==> config.mk <==
export PLATFORM = sky130hd
export DESIGN_NAME = supercar_scanner
export DESIGN_NICKNAME = d
export VERILOG_FILES = /design/src/rtl/supercar_pkg.sv /design/src/rtl/button_edge.sv /design/src/rtl/supercar_scanner.sv
export SDC_FILE = /design/constraint.sdc
export NUM_CORES = 1
export LEC_CHECK = 0
export BUFFER_PORTS_ARGS = -buffer_cell sky130_fd_sc_hd__buf_4
export CAP_MARGIN = 10
export CORE_MARGIN = 8
export CORE_UTILIZATION = 40
export DETAILED_ROUTE_END_ITERATION = 6
export PLACE_DENSITY = 0.64
export SYNTH_ARGS = -nofsm -noshare
export SYNTH_HDL_FRONTEND = slang
export SYNTH_SLANG_ARGS = --single-unit
==> constraint.sdc <==
create_clock -name CLOCK_50 -period 3.1 [get_ports CLOCK_50]
set_input_delay 0.62 -clock CLOCK_50 [delete_from_list [all_inputs] [get_ports CLOCK_50]]
set_output_delay 0.62 -clock CLOCK_50 [all_outputs]
set_load 0.01 [all_outputs]
==> src/rtl/supercar_pkg.sv <==
// Shared widths and speed arithmetic for the Supercar scanner.
package supercar_pkg;

    localparam int unsigned SPEED_W = 4;
    localparam int unsigned POS_W   = 4;
    localparam int unsigned LIM_W   = SPEED_W + 1;
    localparam logic [SPEED_W-1:0] SPEED_MAX = SPEED_W'(15);

    // Base ticks per step: 16 at speed 0 down to 1 at speed 15.
    function automatic logic [LIM_W-1:0] speed_limit(input logic [SPEED_W-1:0] spd);
        return LIM_W'(16) - {1'b0, spd};
    endfunction

endpackage

==> src/rtl/button_edge.sv <==
// Two-flop synchroniser for an asynchronous button level plus a rising-edge pulse.
module button_edge (
    input  logic CLOCK_50,
    input  logic rst,
    input  logic btn,
    output logic rise_c
);

    logic [1:0] sync;
    logic       prev;

    always_ff @(posedge CLOCK_50 or posedge rst) begin
        if (rst) begin
            sync <= '0;
            prev <= 1'b0;
        end else begin
            sync <= {sync[0], btn};
            prev <= sync[1];
        end
    end

    assign rise_c = sync[1] & ~prev;

endmodule

==> src/rtl/supercar_scanner.sv <==
// Bouncing one-hot LED sweep with button-adjustable speed and run enable.
module supercar_scanner
    import supercar_pkg::*;
#(
    parameter int unsigned N_LEDS     = 10,
    parameter int unsigned TICK_DIV   = 2_500_000,
    parameter int unsigned SPEED_INIT = 8
) (
    input  logic               CLOCK_50,
    input  logic               rst,
    input  logic               en,
    input  logic               spd_up,
    input  logic               spd_dn,
    output logic [N_LEDS-1:0]  LEDR,
    output logic [POS_W-1:0]   pos,
    output logic [SPEED_W-1:0] speed,
    output logic               dir,
    output logic               step
);

    localparam int unsigned CNT_W = (TICK_DIV > 1) ? $clog2(TICK_DIV) : 1;

    logic [CNT_W-1:0]   base_cnt;
    logic [LIM_W-1:0]   step_cnt;
    logic               up_rise_c;
    logic               dn_rise_c;
    logic               base_tick_c;
    logic               last_tick_c;
    logic               speed_chg_c;
    logic [SPEED_W-1:0] speed_nxt_c;
    logic [POS_W-1:0]   next_pos_c;

    button_edge u_up (
        .CLOCK_50 (CLOCK_50),
        .rst      (rst),
        .btn      (spd_up),
        .rise_c   (up_rise_c)
    );

    button_edge u_dn (
        .CLOCK_50 (CLOCK_50),
        .rst      (rst),
        .btn      (spd_dn),
        .rise_c   (dn_rise_c)
    );

    // Speed update and step timing; a real speed change restarts the step count.
    always_comb begin
        speed_nxt_c = speed;
        if (up_rise_c && !dn_rise_c && (speed != SPEED_MAX)) begin
            speed_nxt_c = speed + SPEED_W'(1);
        end else if (dn_rise_c && !up_rise_c && (speed != '0)) begin
            speed_nxt_c = speed - SPEED_W'(1);
        end
        speed_chg_c = (speed_nxt_c != speed);
        base_tick_c = en && (base_cnt == CNT_W'(TICK_DIV - 1));
        last_tick_c = base_tick_c && !speed_chg_c &&
                      (step_cnt == (speed_limit(speed) - LIM_W'(1)));
        next_pos_c  = dir ? (pos - POS_W'(1)) : (pos + POS_W'(1));
    end

    always_ff @(posedge CLOCK_50 or posedge rst) begin
        if (rst) begin
            base_cnt <= '0;
            step_cnt <= '0;
            speed    <= SPEED_W'(SPEED_INIT);
            pos      <= '0;
            LEDR     <= N_LEDS'(1);
            dir      <= 1'b0;
            step     <= 1'b0;
        end else begin
            speed <= speed_nxt_c;
            step  <= last_tick_c;

            if (en) begin
                base_cnt <= base_tick_c ? '0 : base_cnt + CNT_W'(1);
            end

            if (speed_chg_c) begin
                step_cnt <= '0;
            end else if (base_tick_c) begin
                step_cnt <= last_tick_c ? '0 : step_cnt + LIM_W'(1);
            end

            // Direction flips on the edge that lands on either end of the bar.
            if (last_tick_c) begin
                pos  <= next_pos_c;
                LEDR <= N_LEDS'(1) << next_pos_c;
                if ((next_pos_c == POS_W'(N_LEDS - 1)) || (next_pos_c == '0)) begin
                    dir <= ~dir;
                end
            end
        end
    end

endmodule

# ---- Word-level counts from Yosys, hierarchy flattened
# Cells that the tools add are included.
dict set report totals {
  elab_cells 52
  ff_bits 53
}
dict set report classes {
  reduce_logical 15
  addsub 8
  mux 7
  n_eq_ne 5
  n_shift 1
  n_bitwise 5
}
# operator count
set op_table {}
lappend op_table {{$add A22 B1 Y22 const B} 1}
lappend op_table {{$eq A22 B22 Y1 const B} 1}
lappend op_table {{$mux W22} 1}
lappend op_table {{$mux W5} 3}
lappend op_table {{$mux W4} 3}
lappend op_table {{$shl A1 B4 Y10 const A} 1}
lappend op_table {{$add A4 B1 Y4 const B} 2}
lappend op_table {{$sub A4 B1 Y4 const B} 2}
lappend op_table {{$logic_and A1 B1 Y1} 7}
lappend op_table {{$add A5 B1 Y5 const B} 1}
lappend op_table {{$eq A5 B5 Y1} 1}
lappend op_table {{$sub A5 B1 Y5 const B} 1}
lappend op_table {{$sub A5 B4 Y5 const A} 1}
lappend op_table {{$eq A4 B4 Y1 const B} 1}
lappend op_table {{$logic_not A4 Y1} 1}
lappend op_table {{$ne A4 B4 Y1} 1}
lappend op_table {{$ne A4 B4 Y1 const B} 1}
lappend op_table {{$reduce_bool A4 Y1} 1}
lappend op_table {{$logic_not A1 Y1} 3}
lappend op_table {{$not A1 Y1} 3}
lappend op_table {{$and A1 B1 Y1} 2}
lappend op_table {{$reduce_and A2 Y1} 1}
lappend op_table {{$reduce_bool A2 Y1} 1}
lappend op_table {{$logic_or A1 B1 Y1} 1}

# ---- Longest topological paths before layout
dict set report logic_depth {
  ltp_word 14
  ltp_mapped 7
  ltp_nobuf 6
}

# ---- Hierarchy
# From an unflattened synthesis, not the netlist that was laid out.
dict set report unflattened {
  hier_cells 250
  area_unflattened_um2 2658.8
}
# module cells_per_inst area_each_um2 seq_area_each_um2 instances
set modules_own_cells {}
lappend modules_own_cells {supercar_scanner 240 2473.6 1178.6 1}
lappend modules_own_cells {button_edge 5 92.6 75.1 2}

# ---- Least setup slack after synthesis
# Ideal clock, no wire load.
dict set report synth_path {
  kind {register to register}
  from {register dir}
  to {register dir}
  slack_ns 0.954
  stages_incl_launch_ff 7
  required_ns 3.020
  period_less_slack_ns 2.146
  arrival_time_ns 2.066
  setup_time_ns 0.080
  cell_sequence {dfrtp_1 > ha_1 > a21oi_1 > a21oi_1 > or3b_2 > a2111oi_2 > xnor2_1}
}
dict set report synth_via {
  elab_chain_len 4
  elab_cells_between_ends 6
}
# item line
set synth_rtl {}
lappend synth_rtl {{start, declared} supercar_scanner.sv:17} ;# output logic dir,
lappend synth_rtl {{start signal, assigned} supercar_scanner.sv:90} ;# dir <= ~dir;
lappend synth_rtl {{$mux W4} supercar_scanner.sv:59} ;# next_pos_c = dir ? (pos - POS_W'(1)) : (pos + POS_W'(1));
lappend synth_rtl {{$eq A4 B4 Y1 or $logic_not A4 Y1 (tied branches)} supercar_scanner.sv:89} ;# if ((next_pos_c == POS_W'(N_LEDS - 1)) || (next_pos_c == '0)) begin
lappend synth_rtl {{$logic_or A1 B1 Y1} supercar_scanner.sv:89}
lappend synth_rtl {{$reduce_and A2 Y1 (no line)} -}
# Parallel ways exist; a longest one is shown, timed or not.
# A chain may end at the register's enable or synchronous reset.

# ---- Worst setup path after layout
dict set report layout_path {
  from {register base_cnt[0]}
  to {register pos[2]}
}
dict set report layout_via {
  elab_chain_len 4
}
# item line
set layout_rtl {}
lappend layout_rtl {{start, declared} supercar_scanner.sv:23} ;# logic [CNT_W-1:0] base_cnt;
lappend layout_rtl {{start signal, assigned} supercar_scanner.sv:76} ;# base_cnt <= base_tick_c ? '0 : base_cnt + CNT_W'(1);
lappend layout_rtl {{$eq A22 B22 Y1} supercar_scanner.sv:56} ;# base_tick_c = en && (base_cnt == CNT_W'(TICK_DIV - 1));
lappend layout_rtl {{$logic_and A1 B1 Y1} supercar_scanner.sv:56}
lappend layout_rtl {{$logic_and A1 B1 Y1 (2 in series)} supercar_scanner.sv:57} ;# last_tick_c = base_tick_c && !speed_chg_c &&
lappend layout_rtl {{end signal, assigned} supercar_scanner.sv:87} ;# pos <= next_pos_c;
lappend layout_rtl {{end, declared} supercar_scanner.sv:15} ;# output logic [POS_W-1:0] pos,
# No other way between the ends.

==> results by group <==
Die
  – Core Footprint: 6390 sq um
  – Num rows: 29
  – Chip width: a little under 100 um
  – Die area: about 9500 sq um
  – Starting Density: 41.4%
  – Ports: 25
  – Chip height: slightly below 100 um

Timing
  – Final period util: between 70% and 80%
  – Slew headroom: a little under three quarters
  – Clk_skew: ~12 ps
  – Crit path time final: around 2300 ps
  – Fmax achieved: approximately 0.44 GHz
  – Hold Vio Cnt, Final: 0
  – Slew @ Worst Pin: about 420 ps
  – RSZ-0062 raised after global routing: false
  – Worst hold slack: 269 ps
  – TNS Setup: 0 ps
  – Final setup violating endpoints: 0
  – Final Slew Violations: 0

Worst setup path
  – Crit path max fanout: 13
  – Setup crit end: pos[2]$_DFFE_PP0P_
  – Crit path DAT: between 2000 and 2500 ps
  – R2R Path Start: base_cnt[0]$_DFFE_PP0P_
  – Flop2flop setup slack: 820 ps
  – WP data required: 3290 ps
  – CP Class: flop to flop
  – Worst reg2reg path depth: 7
  – Crit path launch type: flop
  – Critical path endpoint category: flop
  – Crit path from: base_cnt[0]$_DFFE_PP0P_
  – Terminus of the critical flop-to-flop path: pos[2]$_DFFE_PP0P_

Global route
  – Largest net degree at the start of global routing: 23
  – All-Layer GR Usage: 11.2%
  – Initial antenna violation count: 0
  – Via count of the first global-routing pass: ~1800
  – Total gr overflow: 0
  – First-pass GRT wire length: 8950 um

Detailed routing
  – Detailed-route via count: between 1500 and 2000
  – Final wirelength: between 5000 and 6000 um
  – TritonRoute pass-1 iters: 4
  – DRT antenna net count: 0
  – Number of vias per cell: between 5 and 6
  – Drt drc: 0
  – Iteration-0 DRC count of the detailed router: 118
  – Routed length per instance: 15.0 um

CTS
  – Num CTS Buffers: 5
  – Clock Sinks: 53
  – Hold_buf cts: 0
  – H-tree depth: 2
  – Postcts setup bufs: 0
  – Clock Path Buffers: 2
  – TritonCTS clock tree: built
  – Clock-pin slew on the worst setup and hold paths: approximately 100 ps
  – Root Buffer: clkbuf_8
  – Number of gates resized after cts: 0
  – Clk_lat worst skew: around 300 ps

Synthesis
  – Syn avg cell area: around 11 sq um
  – EDFF count, synth: 0
  – Top cell type's share of synthesized area: slightly below 50%
  – Mapped Nets: between 200 and 300
  – Top cells by area, synth: dfrtp_1, xnor2_1, ha_1, a32o_1, nand3_1
  – Synth Instances: between 200 and 250
  – Post-synthesis cell area: roughly 2600 sq um
  – Yosys cell types: 46
  – Top cell type by total area after synthesis: dfrtp_1
  – Top-count cell post-synth: dfrtp_1
  – Ys async rst share: 100%
  – Ys Warns: 0
  – Register area share after synthesis: around half
  – Synth top cells by count: dfrtp_1, xnor2_1, nand3_1, nand2_1, nor2_1
  – Most used DFF post-synth: dfrtp_1
  – Synthesized flop and latch total: 53

Cells and area
  – Cell area after layout: 3020 sq um
  – Final core occ: 47.3%
  – Area Overhead vs Synth: 14.2%
  – Layout cell share with drive strength beyond 1: 18.8%
  – Number of diodes: 0
  – Fill cells: 601
  – Multi-input logic area: ~1300 sq um
  – FF+latch area: ~1300 sq um
  – Nets: 286

Power
  – Register share of total power: 55.7%
  – Clock power share: 25.9%
  – Internal Pwr Total: 0.00109 W
  – Total power draw: between 0.0015 and 0.002 W
  – Switching Share: between 20% and 30%
  – Switch Pwr: between 0.0004 and 0.0005 W
  – VDD IR max: just over 0.4 mV
  – Static leakage: about 1.4 nW
  – Power density over cell area: 509 nW/um^2
  – Logic pwr share: between 15 and 20%

Outcome
  – Status: complete, no violations

Placed design
  – Dpl hpwl: 3830 um
  – GP Congestion: 0.841
  – IO buf count: 24
  – Dpl cell area: between 2000 and 3000 sq um

Run
  – Max-cap violations: 0

Hold path
  – Worst hold path class: primary input to async pin
==> state kept, by name (all words and copies together), names as in the netlist <==
name and count:
speed 4, step_cnt 5, LEDR 10, base_cnt 22, pos 4, u_up.sync 2
u_up.prev 1, dir 1, u_dn.sync 2, u_dn.prev 1, step 1
==> worst min path at each step <==
stage / start / to / slack (ps)
finish: rst / base_cnt[0]$_DFFE_PP0P_ / 270
global route: rst / base_cnt[0]$_DFFE_PP0P_ / 290
CTS: rst / base_cnt[0]$_DFFE_PP0P_ / 270
detailed placement: u_dn.sync[0]$_DFF_PP0_ / u_dn.sync[1]$_DFF_PP0_ / 330
global placement: u_up.sync[0]$_DFF_PP0_ / u_up.sync[1]$_DFF_PP0_ / 330
floorplan: u_dn.sync[0]$_DFF_PP0_ / u_dn.sync[1]$_DFF_PP0_ / 330
==> layout by cell type (no fill, tap or decap), drive strengths merged, types with 8 or more instances in the layout <==
cell type | netlist | routed
clkbuf | 1 | 8
a21oi | 9 | 9
buf | 2 | 28
a32o | 10 | 10
dfrtp | 51 | 51
nand2 | 15 | 15
nor2 | 15 | 15
xnor2 | 25 | 25
nand3 | 17 | 17
ha | 10 | 10
inv | 10 | 10
==> kinds of logic after synthesis <==
group / Yosys count / share of synthesized area [%]
buffers and inverters: 13 / 2.18
multiplexers: 3 / 1.23
adder cells (fa/ha/maj): 11 / 5.49
AO/OA/AOI/OAI: 33 / 8.99
AND/OR/NAND/NOR: 93 / 21.2
XOR/XNOR: 32 / 10.6
flip-flops: 53 / 50.3
==> power groups by stage <==
stage	logic, W	clock network [W]	registers, W
after floorplan	0.000191	0	0.000860
after global placement	0.000282	0	0.000866
after detailed placement	0.000286	0	0.000868
after CTS	0.000288	0.000412	0.000855
after global routing	0.000319	0.000437	0.000869
final	0.000284	0.000397	0.000855
==> area by class of cell <==
| cell class | instances | area share [%] |
|---|---|---|
| flip-flops and latches | 53 | 44.0 |
| multi-input cells | 172 | 41.6 |
| repair buffers | 28 | 6.96 |
| well taps | 77 | 3.19 |
| clock buffers | 8 | 2.98 |
| inverters | 10 | 1.24 |
==> routing by layer <==
metal	vias to the layer above	global-route usage, %	share of wire (%)
met5	-	0	0
met1	938	14.7	48
met2	30	17.7	47
li1	919	-	-
met3	5	2.77	3.5
met4	0	3.38	0.83
==> critical path: stages (launching register included) <==
cell     delay (ps)
dfrtp_1         390
ha_1            200
and4_4          250
nand4_1          80
or4_4           510
nor3_4          180
buf_4           210
mux2_2          340
==> through the flow <==
stage | cells | setup WS, ps
2_1_floorplan | 238 | 954
3_3_place_gp | 340 | 699
3_5_place_dp | 340 | 677
4_1_cts | 348 | 811
5_1_grt | 348 | 697
6_report | 348 | 816
No activity file was read; power rests on OpenSTA's default activity.
